==> config.mk <==
export PLATFORM = sky130hd
export DESIGN_NAME = pc_sequencer
export DESIGN_NICKNAME = d
export VERILOG_FILES = /design/src/rtl/pc_sequencer.sv
export SDC_FILE = /design/constraint.sdc
export NUM_CORES = 1
export LEC_CHECK = 0
export ABC_CLOCK_PERIOD_IN_PS = 4550
export CAP_MARGIN = 10
export CORE_MARGIN = 2
export CORE_UTILIZATION = 48
export DETAILED_ROUTE_END_ITERATION = 6
export PLACE_DENSITY = 0.88
export RECOVER_POWER = 100
export REMOVE_ABC_BUFFERS = 1
export SETUP_SLACK_MARGIN = 0.3
export SYNTH_ARGS = -nofsm -noshare
export SYNTH_HDL_FRONTEND = slang
export SYNTH_SLANG_ARGS = --single-unit
==> constraint.sdc <==
create_clock -name clock -period 4.55 [get_ports clock]
set_input_delay 0.91 -clock clock [delete_from_list [all_inputs] [get_ports clock]]
set_output_delay 0.91 -clock clock [all_outputs]
set_load 0.05 [all_outputs]
==> src/rtl/pc_sequencer.sv <==
`default_nettype none
// ============================================================================
// Module      : pc_sequencer
// Description : Program counter owner and next-PC sequencer for fetch; buffers
//               redirects that arrive under stall. Optional build macro
//               ALIGN_CHECK_EN traps misaligned targets to TRAP_PC.
// Revision    : 1.0 - initial release
// ============================================================================
module pc_sequencer #(
    parameter logic [31:0] RESET_PC = 32'h0000_0000,
    parameter logic [31:0] TRAP_PC  = 32'h0000_0080
) (
    input  logic        clock,
    input  logic        reset,
    input  logic        stall,
    input  logic        redirect_valid,
    input  logic [1:0]  jump,
    input  logic [31:0] jump_target,
    input  logic [31:0] branch_target,
    input  logic [31:0] jr_target,
    output logic [31:0] pc,
    output logic [31:0] pc_plus4,
    output logic        flush,
    output logic        pending,
    output logic        illegal_sel,
    output logic        misalign
);

    localparam logic [1:0] c_sel_illegal = 2'b11;

    typedef enum logic [0:0] {
        ST_RUN  = 1'b0,
        ST_PEND = 1'b1
    } state_t;

    state_t      r_state;
    state_t      w_state_nxt;
    logic [31:0] r_pc;
    logic [31:0] r_pend_pc;
    logic        r_flush;
    logic        r_misalign;
    logic [31:0] w_pc_nxt;
    logic [31:0] w_pend_pc_nxt;
    logic        w_flush_nxt;
    logic        w_misalign_nxt;
    logic        w_legal;
    logic        w_apply;
    logic [31:0] w_sel_target;
    logic [31:0] w_apply_tgt;
    logic [31:0] w_applied_pc;
    logic        w_tgt_misalign;

    assign pc_plus4    = r_pc + 32'd4;
    assign illegal_sel = redirect_valid && (jump == c_sel_illegal);
    assign w_legal     = redirect_valid && (jump != c_sel_illegal);

    always_comb begin
        case (jump)
            2'b00:   w_sel_target = jump_target;
            2'b01:   w_sel_target = branch_target;
            2'b10:   w_sel_target = jr_target;
            default: w_sel_target = jump_target;
        endcase
    end

    // A live request always beats the buffered one when a redirect is applied.
    assign w_apply_tgt = w_legal ? w_sel_target : r_pend_pc;

`ifdef ALIGN_CHECK_EN
    assign w_tgt_misalign = (w_apply_tgt[1:0] != 2'b00);
    assign w_applied_pc   = w_tgt_misalign ? TRAP_PC : w_apply_tgt;
`else
    logic w_unused;
    assign w_tgt_misalign = 1'b0;
    assign w_applied_pc   = {w_apply_tgt[31:2], 2'b00};
    assign w_unused       = ^{TRAP_PC, w_apply_tgt[1:0]};
`endif

    always_comb begin
        w_state_nxt    = r_state;
        w_pc_nxt       = r_pc;
        w_pend_pc_nxt  = r_pend_pc;
        w_flush_nxt    = 1'b0;
        w_misalign_nxt = 1'b0;
        w_apply        = 1'b0;
        case (r_state)
            ST_RUN: begin
                if (!stall) begin
                    if (w_legal) begin
                        w_apply = 1'b1;
                    end else begin
                        w_pc_nxt = pc_plus4;
                    end
                end else if (w_legal) begin
                    w_pend_pc_nxt = w_sel_target;
                    w_state_nxt   = ST_PEND;
                end
            end
            ST_PEND: begin
                if (stall) begin
                    if (w_legal) begin
                        w_pend_pc_nxt = w_sel_target;
                    end
                end else begin
                    w_apply     = 1'b1;
                    w_state_nxt = ST_RUN;
                end
            end
            default: begin
                w_state_nxt = ST_RUN;
            end
        endcase
        if (w_apply) begin
            w_pc_nxt       = w_applied_pc;
            w_flush_nxt    = 1'b1;
            w_misalign_nxt = w_tgt_misalign;
        end
    end

    always_ff @(posedge clock) begin
        if (reset) begin
            r_state    <= ST_RUN;
            r_pc       <= RESET_PC;
            r_pend_pc  <= 32'h0000_0000;
            r_flush    <= 1'b0;
            r_misalign <= 1'b0;
        end else begin
            r_state    <= w_state_nxt;
            r_pc       <= w_pc_nxt;
            r_pend_pc  <= w_pend_pc_nxt;
            r_flush    <= w_flush_nxt;
            r_misalign <= w_misalign_nxt;
        end
    end

    assign pc       = r_pc;
    assign flush    = r_flush;
    assign pending  = (r_state == ST_PEND);
    assign misalign = r_misalign;

endmodule
`default_nettype wire

==> results.md, run 1 <==
- Number of flops mapped to enable cells by yosys: 0
- Post-synthesis cell area: 0.00432 mm²
- Gr ovfl total: 0
- Global-route wire length before repair: 22900 µm
- Seq/Total Area, Yosys: 0.287
- DRT Wirelength: 14500 µm
- Hold Path Cell Cnt: 2
- R2R cell count: 6
- Worst slew margin: -0.0564
- Hold path startpoint: r_pend_pc[25]
- DR pass1 iterations: 5
- DIE AREA: 0.00978 mm²
- Iteration-0 DRC Markers: 293
- Worst-skew pair later-pin latency: 0.34 ns
- All-Layer GR Usage: 0.285
- Leak: 2.23 nW
- Synthesized flop and latch total: 62
- Crit. End Element: output pin
- Final setup fails: 0
- Nets: 816
- R2r startpoint: pending
- Fmax: 245 MHz
- Placed cell count: 807
- Worst path bufs/invs: 1
- WP data arrival: 3.18 ns
- Post-detailed-route count of antenna-violating nets: 0
- Final Core Density: 0.682
- Outcome: finished, violations left
- Total power: 1.56 mW
- Vias per inst: 6.07
- Post-route insts no fill: 821
- Logic pwr share: 0.341
- Period minus WS final: 4.09 ns
- Seq pwr share: 0.397
- Syn avg cell area: 7.47 µm²
- Number of I/O pins: 170
- Synth Instances: 579
- Share of layout cells above drive strength 1: 0.0533
- Max-Cap Viols: 1
- # rows: 34
- WP data required: 3.64 ns
- Antenna Cells: 0
- Final period utilization: 0.898
- Core footprint: 0.00872 mm²
- Pre-CTS WS: 0.817 ns
- Sw Ratio: 0.368
- NetSw: 0.574 mW
- Layout area overhead: 37.5%
- Final HPWL DP: 10300 µm
- Family with the most delay on the worst path: buffers and inverters
- Worst stage delay on the critical path: 0.90 ns
- Crit-path slowest cell: dlygate4sd3_1
- Stages on worst setup path: 6
- CTS max path bufs: 2
- Clock power frac: 0.262
- GPL Wtd Cong: 0.919
- Setup TNS: 0 ns
- Fillers: 747
- CP max FO: 8
- Hold Path Class: reg2reg
- Synth Flop Type: dfxtp_1
- CTS H-Tree Depth: 3
- Die W: 98.9 µm
- Initial Util: 0.496
- Port Buffer Count: 158
- DIE HEIGHT: 98.9 µm
- Post-CTS Setup Bufs: 0
- Via count: 4987
- Fin. Hold Viols: 0
- Initial antenna violation count: 0
- Yosys warnings: 0
- Clock sinks: 62
- Slew Viols, Final: 38
- Crit path kind: reg2out
- CTS tree: done
- Max IR drop VDD: 186 µV
- Cts bufs inserted: 9
- Number of global-route vias before repair: 4719
- CP cell instances: ha_1, nand3_2, nor4_4, nand2_1, xnor2_1, dlygate4sd3_1
- Slew @ Worst Pin: 1.58 ns
- Failing checks: max-capacitance violations, max-slew violations
- RSZ-0062 raised after global routing: false
- Largest net degree at the start of global routing: 69
- CP startpoint kind: register
- WL per Instance: 17.6 µm
- Library cells used by synthesis: 68
- DRC viols: 0
- Clk pin slew, worst setup/hold paths: 0.06 ns
- Worst Skew: 0.00650 ns
- Root buffer cell: clkbuf_8
- Worst setup path startpoint: pc[2]
- Pint: 0.986 mW
- Final WS setup: 0.464 ns
- Pwr Density: 262 mW/mm²
- Share of synthesized flip-flops with an asynchronous set or reset: 0
-- registers in the layout (all words and copies together) (netlist names) --
signal,count
pc,30
pending,1
r_pend_pc,30
flush,1
-- routing by layer --
layer / part of all wire / global-route usage
met3: 0.081 / 0.0716
met1: 0.40 / 0.352
met5: 0 / 0
met4: 0.021 / 0.0801
met2: 0.50 / 0.491
-- cell type report --
type / count / area [µm²] / area share
repair buffers: 171 / 1630 / 0.274
well taps: 108 / 135 / 0.0227
inverters: 19 / 71.3 / 0.0120
clock inverters: 2 / 10.0 / 0.00168
multi-input cells: 447 / 2720 / 0.457
clock buffers: 12 / 145 / 0.0244
flip-flops and latches: 62 / 1240 / 0.209
-- worst paths after layout --
kind | slack [ns] | end
max | 0.46 | pc_plus4[16]
min | 0.46 | r_pend_pc[25]
max reg2reg | 2.15 | pc[14]
min reg2reg | 0.46 | r_pend_pc[25]
-- metrics by stage --
step,hold slack (ns),cell area [µm²]
2_1_floorplan,0.425,4030
3_3_place_gp,0.437,5840
3_5_place_dp,0.446,5840
4_1_cts,0.454,5990
5_1_grt,0.477,5950
6_report,0.457,5950
-- cell usage after synthesis, types with 7 or more instances --
cell      count  area [µm²]
nand2_1      84         315
dfxtp_1      62        1240
a21oi_1      46         230
nor2_1       42         158
o21ai_0      36         180
clkbuf_1     33         124
xnor2_1      23         201
nor3_1       22         110
nand3_1      18        90.1
inv_1        17        63.8
a211oi_1     15         113
a221oi_1     15         131
a22oi_1      15         113
a31oi_1       9        56.3
nand4_1       9        56.3
and3_1        7        43.8
buf_1         7        26.3
nor2b_1       7        43.8
-- cells by family after synthesis --
logic type      share of synthesized area
compound gates                      0.285
xor+xnor                           0.0567
fa+ha+maj                          0.0116
buf+inv                            0.0883
flops                               0.287
mux                               0.00955
other cells                      0.000867
simple gates                        0.261
-- repair_timing --
action                     4_1_cts  5_1_grt
gates resized for setup          0        5
setup endpoints to repair        0        5
hold buffers                     0        0
-- worst min-delay path, stage by stage, from the launching register on --
cell	delay, ns
dfxtp_1	0.30
nand2_1	0.05
a21oi_1	0.06
-- power by group through the flow --
stage	Sequential, mW	Clock [mW]	Combinational (mW)
final	0.619	0.409	0.531
after global routing	0.623	0.430	0.567
after CTS	0.618	0.414	0.547
after detailed placement	0.630	0	0.545
after global placement	0.628	0	0.535
after floorplan	0.686	0	0.248
-- cells in the final DEF, fill, tap and decap left out, drive strengths merged, types with 17 or more instances in the layout --
cell type	Yosys	routed
a21oi	46	46
clkbuf	38	20
clkdlybuf4s50	0	92
dfxtp	62	62
dlygate4sd3	0	59
inv	17	17
nand2	84	84
nand3	20	20
nor2	44	44
nor3	23	23
o21ai	36	36
xnor2	23	23
No activity file was read; power rests on OpenSTA's default activity.
==> run 2, diff against run 1 <==
Settings changed: ABC_CLOCK_PERIOD_IN_PS 4550 to not set.
==> results of run 2 <==
No change in the layout: final DEF, timing and power equal those of run 1.
==> run 3, diff against run 2 <==
Settings changed: CAP_MARGIN 10 to not set.
Clock period 4.55 ns to 4.7 ns, I/O delays scaled along.
==> run 3 against run 2 <==
  * The flow now finishes without violations
  * Via count up 0.28%
  * Non-clock buffer count down 6
  * Clock-buffer cell count unchanged
  * Setup slack worse by 0.10 ns
  * Critical path type is now in2reg
  * Critical endpoint is now pc[14]
  * Largest power group unchanged
==> results.md, run 3 (synthesis gave the netlist of run 1 again) <==
- Fillers: 741 (-0.80%)
- CTS tree: done
- Number of global-route vias before repair: 4978 (+5.5%)
- Pint: 1.04 mW (+5.7%)
- Final period utilization: 0.923
- Nets: 810 (-0.74%)
- Post-detailed-route count of antenna-violating nets: 0 (unchanged)
- Post-CTS sizing: 0 (unchanged)
- Worst-skew pair later-pin latency: 0.34 ns (about the same)
- Antenna Cells: 0 (unchanged)
- Root buffer cell: clkbuf_8
- DR pass1 iterations: 6 (+1)
- Met3 WL post-DR: 1020 µm (-13%)
- Clock sinks: 62 (unchanged)
- Worst hold margin: 0.454 ns (-0.00246 ns)
- CP max FO: 18 (+10)
- Port Buffer Count: 158 (unchanged)
- Worst Skew: 0.00985 ns (+0.00335 ns)
- Final WS setup: 0.361 ns (-0.102 ns)
- CTS max path bufs: 2 (unchanged)
- Period minus WS final: 4.34 ns
- Crit path kind: in2reg
- Core footprint: 0.00872 mm² (unchanged)
- Most frequent cells in the layout: clkdlybuf4s50_1, nand2_1, dlygate4sd3_1, dfxtp_1, a21oi_1
- WL per Instance: 18.1 µm (+2.7%)
- Setup TNS: 0 ns (unchanged)
- DIE HEIGHT: 98.9 µm (unchanged)
- Post-route insts no fill: 816 (-0.61%)
- Gr ovfl total: 0 (unchanged)
- Total power: 1.62 mW (+3.8%)
- Largest net degree at the start of global routing: 69 (unchanged)
- Slew Viols, Final: 0 (-100%)
- Via count: 5001 (+0.28%)
- Max-Cap Viols: 0 (-1)
- CP startpoint kind: input pin
- Slew @ Worst Pin: 1.29 ns (-0.296 ns)
- Routed metal-1 wirelength: 6170 µm (+6.7%)
- Layout area overhead: 38.5%
- Crit. End Element: register
- NetSw: 0.576 mW (+0.42%)
- CTS H-Tree Depth: 3 (unchanged)
- Final setup fails: 0 (unchanged)
- Max IR drop VDD: 162 µV (-13%)
- Area of the multi-input gates: 0.00271 mm² (-0.32%)
- Global-route wire length before repair: 24100 µm (+4.9%)
- All-Layer GR Usage: 0.300 (+0.0150)
- Commonest non-fill, non-tap cell in the layout: clkdlybuf4s50_1
- DIE AREA: 0.00978 mm² (unchanged)
- # rows: 34 (unchanged)
- Final HPWL DP: 10200 µm (-1.8%)
- Outcome: complete, no violations
- Initial Util: 0.496 (unchanged)
- Sw Ratio: 0.356 (-0.0119)
- Worst slew margin: 0.138 (+0.194)
- Total area of sequential cells: 0.00124 mm² (unchanged)
- Cts bufs inserted: 9 (unchanged)
- Seq pwr share: 0.371 (-0.026)
- Logic pwr share: 0.320 (-0.021)
- RSZ-0062 raised after global routing: false
- Clock power frac: 0.310 (+0.048)
- Pwr Density: 270 mW/mm² (+3.0%)
- Number of I/O pins: 170 (unchanged)
- Iteration-0 DRC Markers: 440 (+50%)
- Leak: 2.24 nW (+0.36%)
- Placed cell count: 801 (-0.74%)
- Share of layout cells above drive strength 1: 0.0508 (-0.00245)
- Vias per inst: 6.13 (+0.90%)
- Hold Path Class: reg2reg
- Fin. Hold Viols: 0 (unchanged)
- Met2 wire len: 7270 µm (+0.73%)
- Clk pin slew, worst setup/hold paths: 0.07 ns (about the same)
- DRC viols: 0 (unchanged)
- WP data arrival: 4.56 ns (+1.38 ns)
- Pre-CTS WS: 0.914 ns (+0.0972 ns)
- Initial antenna violation count: 0 (unchanged)
- Post-CTS Setup Bufs: 0 (unchanged)
- Fmax: 230 MHz
- Top Layer Used: met4
- WP data required: 4.92 ns (+1.28 ns)
- DRT Wirelength: 14800 µm (+2.1%)
- Post-CTS Hold Fix Bufs: 0 (unchanged)
- Die W: 98.9 µm (unchanged)
- GPL Wtd Cong: 0.922 (+0.32%)
==> run 3: final cells by class <==
cell class | count | share of cell area
clock buffers | 12 | 0.0276
repair buffers | 165 | 0.272
inverters | 19 | 0.0119
multi-input cells | 447 | 0.452
clock inverters | 3 | 0.00710
flip-flops and latches | 62 | 0.207
well taps | 108 | 0.0226
==> run 3: power by group through the flow <==
stage | Clock, mW | Combinational [mW] | Sequential (mW)
after floorplan | 0 | 0.240 | 0.664
after global placement | 0 | 0.516 | 0.608
after detailed placement | 0 | 0.528 | 0.611
after CTS | 0.506 | 0.530 | 0.599
after global routing | 0.533 | 0.553 | 0.604
final | 0.501 | 0.518 | 0.599
==> run 3: path summary, 6_finish.rpt <==
kind / startpoint / slack [ns] / endpoint / cells after the start
worst min-delay path: r_pend_pc[16] / 0.45 / r_pend_pc[16] / 2
worst min register to register: r_pend_pc[16] / 0.45 / r_pend_pc[16] / 2
worst max register to register: pending / 1.81 / pc[14] / 5
worst max-delay path: jump[0] / 0.36 / pc[14] / 8
==> run 3: through the flow <==
step,cell area (µm²),utilization
final,5990,0.687
after global routing,5990,0.687
after CTS,6010,0.689
after detailed placement,5800,0.665
after global placement,5800,0.665
after floorplan,4030,-
==> run 3: critical path, cell delays in order <==
cell and delay (ns):
dlygate4sd3_1 0.59, ha_1 0.21, nor2b_1 0.06, clkbuf_1 0.40, nor2_1 1.12, clkbuf_1 0.49, nor2_1 0.29, a2111oi_0 0.45
==> run 3: per-layer routing <==
layer / global-route usage / vias to the layer above
met5: 0 / -
met4: 0.0927 / 0
li1: - / 2351
met2: 0.520 / 228
met1: 0.371 / 2393
met3: 0.0645 / 29
